==> src/rtl/trunc_sched_pkg.sv <==
// Shared types and defaults for the truncating round-robin scheduler.
// cfg_t describes the cfg_data layout {ch, nbits} for the default channel count.
package trunc_sched_pkg;

   localparam int NBW_DEF = 5;
   localparam int NCH_DEF = 4;
   localparam int CHW_DEF = $clog2(NCH_DEF);

   typedef enum logic {
      StIdle,
      StLock
   } state_e;

   typedef struct packed {
      logic [CHW_DEF-1:0] ch;
      logic [NBW_DEF-1:0] nbits;
   } cfg_t;

endpackage

==> src/rtl/rr_arbiter.sv <==
// Round-robin selector: the first requester strictly after ptr (wrapping) wins.
// Output is a one-hot grant, all zeros when nothing requests.
module rr_arbiter
   import trunc_sched_pkg::*;
#(
   parameter int N = 4
) (
   input  logic [N-1:0]         req,
   input  logic [$clog2(N)-1:0] ptr,
   output logic [N-1:0]         gnt
);

   localparam int CW = $clog2(N);

   logic [CW-1:0] idx;
   logic          found;

   always_comb begin
      gnt   = '0;
      found = 1'b0;
      idx   = '0;
      for (int i = 1; i <= N; i++) begin
         idx = CW'((int'(ptr) + i) % N);
         if (!found && req[idx]) begin
            gnt[idx] = 1'b1;
            found    = 1'b1;
         end
      end
   end

endmodule

==> src/rtl/trunc_sched.sv <==
// Multi-channel burst scheduler: round-robin grant, burst lock until eot,
// per-channel LSB truncation and a single output register stage.
module trunc_sched
   import trunc_sched_pkg::*;
#(
   parameter int NCH       = 4,
   parameter int DIN       = 16,
   parameter int NBW       = NBW_DEF,
   parameter int NBITS_RST = 0
) (
   input  logic                        clk,
   input  logic                        rst,
   input  logic [NCH-1:0]              din_valid,
   output logic [NCH-1:0]              din_ready,
   input  logic [NCH*DIN-1:0]          din_data,
   input  logic [NCH-1:0]              din_eot,
   input  logic                        cfg_valid,
   output logic                        cfg_ready,
   input  logic [$clog2(NCH)+NBW-1:0]  cfg_data,
   input  logic                        dout_ready,
   output logic                        dout_valid,
   output logic [DIN-1:0]              dout_data,
   output logic [$clog2(NCH)-1:0]      dout_ch,
   output logic                        dout_eot
);

   localparam int CW = $clog2(NCH);

   state_e          state_q, state_d;
   logic [CW-1:0]   ptr_q, ptr_d;
   logic [NBW-1:0]  nbits_q [NCH];

   logic [NCH-1:0]  arb_gnt, gnt;
   logic [CW-1:0]   sel;
   logic [DIN-1:0]  data_sel, mask, trunc;
   logic [NBW-1:0]  nb_sel;
   logic            eot_sel;
   logic            can_take;
   logic            accept;
   logic [CW-1:0]   cfg_ch;
   logic [NBW-1:0]  cfg_nb;

   assign cfg_ready = 1'b1;
   assign cfg_ch    = cfg_data[CW+NBW-1:NBW];
   assign cfg_nb    = cfg_data[NBW-1:0];

   rr_arbiter #(
      .N(NCH)
   ) u_arb (
      .req(din_valid),
      .ptr(ptr_q),
      .gnt(arb_gnt)
   );

   // In LOCK the pointer holds the burst owner, so the grant is pinned to it.
   assign gnt       = (state_q == StLock) ? (NCH'(1) << ptr_q) : arb_gnt;
   assign can_take  = !dout_valid || dout_ready;
   assign din_ready = gnt & {NCH{can_take && !rst}};
   assign accept    = |(din_valid & din_ready);

   always_comb begin
      sel = '0;
      for (int k = 0; k < NCH; k++) begin
         if (gnt[k]) sel = CW'(k);
      end
   end

   always_comb begin
      data_sel = '0;
      nb_sel   = '0;
      eot_sel  = 1'b0;
      for (int k = 0; k < NCH; k++) begin
         if (sel == CW'(k)) begin
            data_sel = din_data[k*DIN +: DIN];
            nb_sel   = nbits_q[k];
            eot_sel  = din_eot[k];
         end
      end
   end

   // Shifting by DIN or more leaves an all-zero mask.
   assign mask  = {DIN{1'b1}} << nb_sel;
   assign trunc = data_sel & mask;

   always_comb begin
      state_d = state_q;
      ptr_d   = ptr_q;
      if (accept) begin
         ptr_d = sel;
         unique case (state_q)
            StIdle:  if (!eot_sel) state_d = StLock;
            StLock:  if (eot_sel) state_d = StIdle;
            default: state_d = StIdle;
         endcase
      end
   end

   always_ff @(posedge clk or posedge rst) begin
      if (rst) begin
         state_q <= StIdle;
         ptr_q   <= CW'(NCH - 1);
      end else begin
         state_q <= state_d;
         ptr_q   <= ptr_d;
      end
   end

   always_ff @(posedge clk or posedge rst) begin
      if (rst) begin
         for (int k = 0; k < NCH; k++) nbits_q[k] <= NBW'(NBITS_RST);
      end else if (cfg_valid) begin
         for (int k = 0; k < NCH; k++) begin
            if (cfg_ch == CW'(k)) nbits_q[k] <= cfg_nb;
         end
      end
   end

   always_ff @(posedge clk or posedge rst) begin
      if (rst) begin
         dout_valid <= 1'b0;
         dout_data  <= '0;
         dout_ch    <= '0;
         dout_eot   <= 1'b0;
      end else if (accept) begin
         dout_valid <= 1'b1;
         dout_data  <= trunc;
         dout_ch    <= sel;
         dout_eot   <= eot_sel;
      end else if (dout_ready) begin
         dout_valid <= 1'b0;
      end
   end

endmodule

==> config.mk <==
export PLATFORM = sky130hd
export DESIGN_NAME = trunc_sched
export DESIGN_NICKNAME = d
export VERILOG_FILES = /design/src/rtl/trunc_sched_pkg.sv /design/src/rtl/rr_arbiter.sv /design/src/rtl/trunc_sched.sv
export SDC_FILE = /design/constraint.sdc
export NUM_CORES = 1
export LEC_CHECK = 0
export ABC_AREA = 1
export BUFFER_PORTS_ARGS = -buffer_cell sky130_fd_sc_hd__buf_2
export CAP_MARGIN = 10
export CORE_MARGIN = 2
export CORE_UTILIZATION = 54
export DETAILED_ROUTE_END_ITERATION = 10
export GPL_ROUTABILITY_DRIVEN = 0
export PLACE_DENSITY = 0.87
export SLEW_MARGIN = 10
export SYNTH_ARGS = -nofsm -noshare
export SYNTH_HDL_FRONTEND = slang
export SYNTH_SLANG_ARGS = --single-unit
==> constraint.sdc <==
create_clock -name clk -period 4.3 [get_ports clk]
set_input_delay 0.645 -clock clk [delete_from_list [all_inputs] [get_ports clk]]
set_output_delay 0.645 -clock clk [all_outputs]
set_load 0.03 [all_outputs]
==> results of run 1 <==
-- worst max path at each step --
stage	from	end
2_1_floorplan	rst	dout_data[3]
3_3_place_gp	ptr_q[1]	dout_data[11]
3_5_place_dp	ptr_q[1]	dout_data[10]
4_1_cts	ptr_q[0]	din_ready[3]
5_1_grt	ptr_q[1]	dout_data[11]
6_report	ptr_q[1]	din_ready[3]
-- layer usage --
layer  vias up  global-route usage [%]
li1       1588                       -
met1      1536                    40.3
met2       174                    44.9
met3        23                    4.94
met4         0                    10.0
met5         -                       0
-- per-stage QoR --
step	power (W)	util (%)
6_report	0.00268	68.8
5_1_grt	0.00292	68.8
4_1_cts	0.00265	68.8
3_5_place_dp	0.00239	67.1
3_3_place_gp	0.00235	67.1
2_1_floorplan	0.00203	-
-- placed cells by master, fill, tap and decap left out, types with 4 or more instances in the layout --
| master | count |
|---|---|
| sky130_fd_sc_hd__nand2_2 | 11 |
| sky130_fd_sc_hd__o21ai_0 | 26 |
| sky130_fd_sc_hd__dfrtp_1 | 41 |
| sky130_fd_sc_hd__nand2_1 | 155 |
| sky130_fd_sc_hd__inv_1 | 21 |
| sky130_fd_sc_hd__nand3_1 | 79 |
| sky130_fd_sc_hd__a21oi_1 | 6 |
| sky130_fd_sc_hd__inv_2 | 6 |
| sky130_fd_sc_hd__buf_2 | 106 |
| sky130_fd_sc_hd__nor2_2 | 4 |
| sky130_fd_sc_hd__ha_1 | 7 |
| sky130_fd_sc_hd__clkbuf_8 | 5 |
| sky130_fd_sc_hd__nor2_1 | 26 |
| sky130_fd_sc_hd__nand4_1 | 8 |
-- state kept, by name, summed over array words and instances, names as in the netlist --
name,count
dout_ch,2
state_q,1
dout_valid,1
nbits_q,20
dout_data,16
dout_eot,1
ptr_q,2
-- layout make-up --
cell class | instances | share of cell area (%)
clock buffer | 6 | 2.05
clock inverter | 2 | 0.389
inverter | 29 | 3.08
multi-input combinational | 340 | 46.1
sequential | 43 | 30.5
tap | 70 | 2.48
timing repair buffer | 108 | 15.4
-- worst reg2reg max path, cell delays in order (launching register included) --
cell and delay [ps]:
sky130_fd_sc_hd__dfstp_2 600, sky130_fd_sc_hd__inv_1 160, sky130_fd_sc_hd__ha_1 370, sky130_fd_sc_hd__inv_1 70, sky130_fd_sc_hd__nand3_1 90, sky130_fd_sc_hd__nand2_2 110, sky130_fd_sc_hd__nand2_2 100, sky130_fd_sc_hd__clkinv_1 120
sky130_fd_sc_hd__nand3_1 100, sky130_fd_sc_hd__nand2_1 50, sky130_fd_sc_hd__nand2_1 60, sky130_fd_sc_hd__nand2_2 260, sky130_fd_sc_hd__nor2_2 720, sky130_fd_sc_hd__nand2_1 180, sky130_fd_sc_hd__inv_2 210, sky130_fd_sc_hd__nand2_1 120
sky130_fd_sc_hd__nand3b_4 170, sky130_fd_sc_hd__nand2_1 90, sky130_fd_sc_hd__nand3_1 100, sky130_fd_sc_hd__nand2_1 50
-- power breakdown --
part	leakage [nW]	total, W	switching [W]	internal, W
Combinational	1.41	0.00184	0.00129	0.000544
Clock	0.0452	0.000253	0.000138	0.000115
Sequential	0.544	0.000592	0.0000713	0.000521
-- cell families after synthesis --
group           synth area share (%)
compound gates                  6.38
fa+ha+maj                       3.02
buf+inv                         6.72
flops                           37.2
other cells                    0.129
simple gates                    46.6
==> metrics list, run 1 <==
- Std cell rows: 26
- Cell area after synthesis: 2900 sq um
- Crit Reg-Reg Endpoint: dout_data[10]
- In this run the post-CTS setup repair buffer count came out at 0.
* Hold buffer count at cts: 0
- The number of pins with negative max-slew slack in the final report is 0.
- Storage element area: about 1100 sq um
- Instance count of the mapped netlist: 425
- Critical path depth in cells: 14
- In this run the critical register-to-register path is launched from ptr_q[1].
- The largest single stage delay on the critical path is 600 ps.
* Data arrival, critical path: roughly 3200 ps
* Worst slew slack as a fraction of its limit: 47.1%
* Syn Area/Cell: about 6.8 sq um
- Synth cell count leaders: sky130_fd_sc_hd__nand2_1 (155), sky130_fd_sc_hd__nand3_1 (79), sky130_fd_sc_hd__dfrtp_1 (41)
- Together, buffers and inverters on the worst path number 4.
* H-Tree Depth: 2
- Number of fillers in the final layout: about 460
* Detailed-routing iteration count for the pre-antenna-repair pass: 5
* Placed instance area: 3450 sq um
* Post-synthesis cell type with the largest combined area: sky130_fd_sc_hd__dfrtp_1
- Hold timing on the final database bottoms out at a slack of between 400 and 500 ps.
- Timing analysis after detailed placement gives a worst setup slack of approximately 560 ps.
- Min Clock Period, post-route: 3830 ps
* Synth cell types: 30
* Critical hold path startpoint: dout_data[9]
* Die W: a little under 80 um
* Inserted Diodes: 0
- Total via count in the routed design: between 3000 and 4000
- Cell count of the worst hold path: 2
* Most frequent CP cell: sky130_fd_sc_hd__nand2_2
* Share of cells above drive strength 1: 27.7%
- The final critical path takes up 89.0% of the cycle.
* Maximum number of pins on one net before global-route repair: between 40 and 50
- Final routed DRC violation total: 0
- The final number of hold-violating endpoints is 0.
* Root buffer cell: sky130_fd_sc_hd__clkbuf_8
- Worst Hold Class: flip-flop to flip-flop
* Area taken by multi-input logic gates: between 1500 and 2000 sq um
* DP Wirelength: 6530 um
- Clock-pin slew of the registers on the worst-case setup and hold paths: around 80 ps
- Post-Route WL: 8520 um
- Global routing consumed, over all layers together, 28.7% of the routing resources.
- In the routed layout, each cell is associated on average with a via count of 5.55.
- Post-Synthesis Net Count: 515
- In this run the deepest clock path goes through 2 buffers.
* Nature of the critical path startpoint: flip-flop
- Worst setup skew after layout: 9.40 ps
* Max-capacitance violation count: 0
* Share of synthesized flip-flops with an asynchronous set or reset: 100%
- Overflow after GRT: 0
- Post-route setup TNS: 0 ps
- Leak: 2.00 nW
- Initial DRC Count: 318
* Portion of synthesized cell area occupied by the leading cell type: 35.3%
- WL met3: just over 700 um
- The region available for standard cell placement spans just over 5000 sq um.
- Amount of wire on met2 after detailed routing: 4060 um
- The clock net in this run drives a total of 43 sinks.
- Once detail routing completed, the nets flagged for antenna violations numbered 0.
- Net total in the final layout: 617
- Largest voltage drop on the vdd net: approximately 0.00038 V
- For hold timing, the worst endpoint is dout_data[9].
* TritonCTS Buffers: 5
* Uppermost metal layer occupied by signal nets: met4
- Insertion delay to the later sink of the worst-skew pair: 300 ps
- The worst setup path is of the flip-flop to primary output kind.
- The flow ran to the end, and the final reports show no timing, DRC or antenna violations.
- The cell family contributing the most delay on the critical path is simple AND/OR/NAND/NOR gates.
- The die covers approximately 6000 sq um.
- For this design, the slowest cell found on the critical path is sky130_fd_sc_hd__dfstp_2.
- EDFF count, synth: 0
- Traced cell by cell, the critical path runs through inv_1, ha_1, inv_1, nand3_1, nand2_2, nand2_2, nor2_2, nand2_1, nand2_2, nand2_1, nand2_2, inv_2, nor2_1, buf_2.
- The number of global-route vias before repair was around 2900.
- Highest attainable clock frequency: 261 MHz
- Setup repair after global routing left no endpoint under its margin.
- Most numerous cell in the Yosys netlist: sky130_fd_sc_hd__nand2_1
* Worst Path Max Fanout: 28
* Global-route wire length before repair: ~14000 um
- Routed length per instance: 14.3 um
* Final WS setup: 472 ps
- Once layout is complete, the cells apart from fillers number around 600.
- Buffers placed on the I/O ports in this run total 106.
- Post-synthesis register bit count: 43
* TritonCTS clock tree: done
* Biggest area contributors in the synthesized netlist: sky130_fd_sc_hd__dfrtp_1 (35%), sky130_fd_sc_hd__nand2_1 (20%), sky130_fd_sc_hd__nand3_1 (14%), sky130_fd_sc_hd__o21ai_0 (4.5%), sky130_fd_sc_hd__nor2_1 (3.4%)
* Required time worst endpoint: 3650 ps
* Post-placement cell count: 590
- Starting density of the core: 56.5%
- STA classifies the critical path endpoint as a primary output.
- Worst Reg-to-Reg Cells: 19
* Overall die height: between 70 and 80 um
- For this run, the leading register cell type out of synthesis is sky130_fd_sc_hd__dfrtp_1.
- Power spread over the standard cell area amounts to between 700 and 800 nW/um^2.
- The Yosys step of the flow raised 0 warnings.
* Area growth from synthesis to final layout: 21.8%
* Final instance area: approximately 3500 sq um
- At the pin with the least slew margin, the transition time is approximately 800 ps.
* Antenna violations before repair: 0
- Setup violators final: 0
- Sequential cells were found to cover 37.2% of the synthesized design area.
* Count of boundary I/O pins: between 100 and 150
- Worst reg-to-reg setup slack: 480 ps
- The number of gates resized after CTS was 0.
- For this block, wires on met1 add up to 3520 um.
No activity file was read; power rests on OpenSTA's default activity.
==> run 2: changes to the inputs <==
- CTS_BUF_LIST: not set -> sky130_fd_sc_hd__clkbuf_16
==> metrics list, run 2 (synthesis results as in run 1) <==
- Count of boundary I/O pins: 108 (unchanged)
* Largest register FFs: 20 (unchanged)
* Total via count in the routed design: 3373 (+1.6%)
- The initial standard-cell utilization of the core is 56.5% (unchanged).
- Post-Route WL: 8680 um (+1.8%)
* NetSw: 0.00153 W (+2.0%)
- Worst hold margin: 475 ps (-2.82 ps)
- The largest net degree at the start of global routing came to 44 (unchanged).
- The required time at the worst-slack endpoint is 3650 ps (about the same).
- The wire length of the first global-routing pass is 13800 um (+0.30%).
- The site row count is 26 (unchanged).
- Switching power as a share of total power: 54.5% (-1.5 points)
- Hold buffer count at cts: 0 (unchanged)
- Worst setup skew after layout: 8.32 ps (-1.08 ps)
- Number of fillers in the final layout: 449 (-3.0%)
- The sequential share of power was 21.2% (-0.9 points).
* Detailed-routing iteration count for the pre-antenna-repair pass: 5 (unchanged)
- The clock share of power was 12.9% (+3.5 points).
- The vertical die dimension is 77.3 um (unchanged).
- The number of standard cells in the layout, taps in and fillers out is 598 (unchanged).
- The final critical-path required period is 3900 ps (+67.7 ps).
- H-Tree Depth: 2 (unchanged)
* Die W: 77.3 um (unchanged)
* Leak: 2.03 nW (+1.5%)
- The total DRC errors in the routed layout came to 0 (unchanged).
- Initial DRC Count: 335 (+5.3%)
- The number of nets in the layout is 617 (unchanged).
* Setup repair bufs after CTS: 0 (unchanged)
- Commonest non-fill, non-tap cells in the layout: sky130_fd_sc_hd__nand2_1 (155), sky130_fd_sc_hd__buf_2 (106), sky130_fd_sc_hd__nand3_1 (79)
- TritonCTS built the clock tree.
- The source-to-sink clock delay at the later pin of the worst-skew pair was 290 ps (about the same).
* Result of the run: finished, final reports clean
- The final number of hold-violating endpoints was 0 (unchanged).
- The area of the core is 5140 sq um (unchanged).
- Crit Reg-Reg Startpoint: ptr_q[1]
- The peak clock frequency supported by timing came to 257 MHz (-1.7%).
- The arrival time at the worst endpoint was 3250 ps (+70 ps).
- The largest vdd supply drop was 0.000414 V (+7.8%).
- Power per standard cell area: 782 nW/um^2 (+3.2%)
* Setup violators final: 0 (unchanged)
* Endpoint class of the critical path: primary output
- Slowest Stage Delay on Critical Path: 630 ps (+30 ps)
- The largest registers in the layout are nbits_q (20), dout_data (16).
* Most frequent CP cell: sky130_fd_sc_hd__nand2_2
- Cell-by-cell trace of the critical path: inv_2, ha_1, inv_1, nand3_1, nand2_2, nand2_2, nor2_2, nand2_1, nand2_2, nand2_1, nand2_2, inv_2, nor2_1, buf_2
* Worst Hold Class: flip-flop to flip-flop
- The number of placed instances with taps included came to 590 (unchanged).
* Kind of critical path: flip-flop to primary output
- The half-perimeter wire length after detailed placement came to 6530 um (unchanged).
- Clock-pin slew of the registers on the worst-case setup and hold paths: 60 ps (-20 ps)
* Root buffer cell: sky130_fd_sc_hd__clkbuf_16
* Max-capacitance violation count: 0 (unchanged)
- Slew of the pin with the lowest slew margin: 802 ps (+9.16 ps)
- Routed length per instance: 14.5 um (+1.8%)
- Die Footprint: 5980 sq um (unchanged)
- The combinational fraction of design power came to 65.9% (-2.6 points).
- The worst hold path begins at dout_data[7].
* Post-CTS Resized: 0 (unchanged)
- Power Total: 0.00281 W (+4.8%)
* TritonCTS Buffers: 5 (unchanged)
- The maximum buffer depth of the clock tree came to 2 (unchanged).
* # clock sinks: 43 (unchanged)
- The share of the clock period used by the worst path after layout came to 90.6% (+1.6 points).
- The number of pins with negative max-slew slack in the final report was 0 (unchanged).
- Overall global routing resource usage: 29.0% (+0.30 points)
* Worst Path Max Fanout: 28 (unchanged)
- Number of input and output port buffers inserted: 106 (unchanged)
- The routed via count divided by cell count is 5.64 (+1.6%).
* Setup repair after global routing missed its margin: false
- The design internal power is 0.00128 W (+8.4%).
- The share of final-layout standard cells stronger than drive strength 1 came to 27.7% (unchanged).
* Most common cell after layout, fill and taps aside: sky130_fd_sc_hd__nand2_1
* Antenna violations before repair: 0 (unchanged)
- Area growth from synthesis to final layout: 23.8%
- Worst slew slack as a fraction of its limit: 46.5% (-0.61 points)
- The number of nets with antenna violations after routing is 0 (unchanged).
* Overflow after GRT: 0 (unchanged)
- Critical path origin: ptr_q[0]
* Post-route setup TNS: 0 ps (unchanged)
- The worst setup path is launched from a flip-flop.
- The number of global-route vias before repair came to 2917 (-0.14%).
- Ranked by flip-flop count, first place goes to nbits_q.
- Inserted Diodes: 0 (unchanged)
- For this design, the slowest cell found on the critical path is sky130_fd_sc_hd__dfstp_2.
run 2: final timing paths:
path | depth (start not counted) | slack, ps | to
max | 14 | 400 | din_ready[3]
min | 2 | 470 | dout_data[7]
max reg2reg | 19 | 450 | dout_data[10]
min reg2reg | 2 | 470 | dout_data[7]
max in group asynchronous | 3 | 3290 | ptr_q[1]
min in group asynchronous | 3 | 620 | dout_data[1]
run 2: layer usage:
metal  up-vias  global-route usage, %  wire, um
met3        34                   5.18       839
met1      1528                   40.2      3470
met5         -                      0         0
met4         0                   12.0       282
li1       1581                      -         -
met2       230                   44.9      4090
run 2: critical path: cells and delay by family (launching register included):
family / cells / cell delay (ps)
adders and majority gates: 1 / 360
buffers and inverters: 4 / 760
DFF: 1 / 630
and+or+nand+nor: 9 / 1190
run 2: stage by stage:
| stage | setup slack, ps | area (sq um) | utilization, % |
|---|---|---|---|
| after global routing | 77.0 | 3590 | 69.9 |
| after floorplan | 884 | 2900 | - |
| after global placement | 741 | 3450 | 67.1 |
| final | 405 | 3590 | 69.9 |
| after detailed placement | 560 | 3450 | 67.1 |
| after CTS | 484 | 3590 | 69.9 |
run 2: cell type report:
class	instances	area (sq um)	area share (%)
Multi-Input combinational cell	340	1630	45.3
Sequential cell	43	1080	30.0
Timing Repair Buffer	108	546	15.2
Clock buffer	5	125	3.48
Inverter	29	109	3.03
Tap cell	70	87.6	2.44
Clock inverter	3	17.5	0.488
run 2: power groups by stage:
stage,clock network [W],registers [W],logic (W)
6_report,0.000363,0.000595,0.00185
5_1_grt,0.000385,0.000605,0.00204
4_1_cts,0.000366,0.000591,0.00181
3_5_place_dp,0,0.000598,0.00179
3_3_place_gp,0,0.000591,0.00176
2_1_floorplan,0,0.000707,0.00133
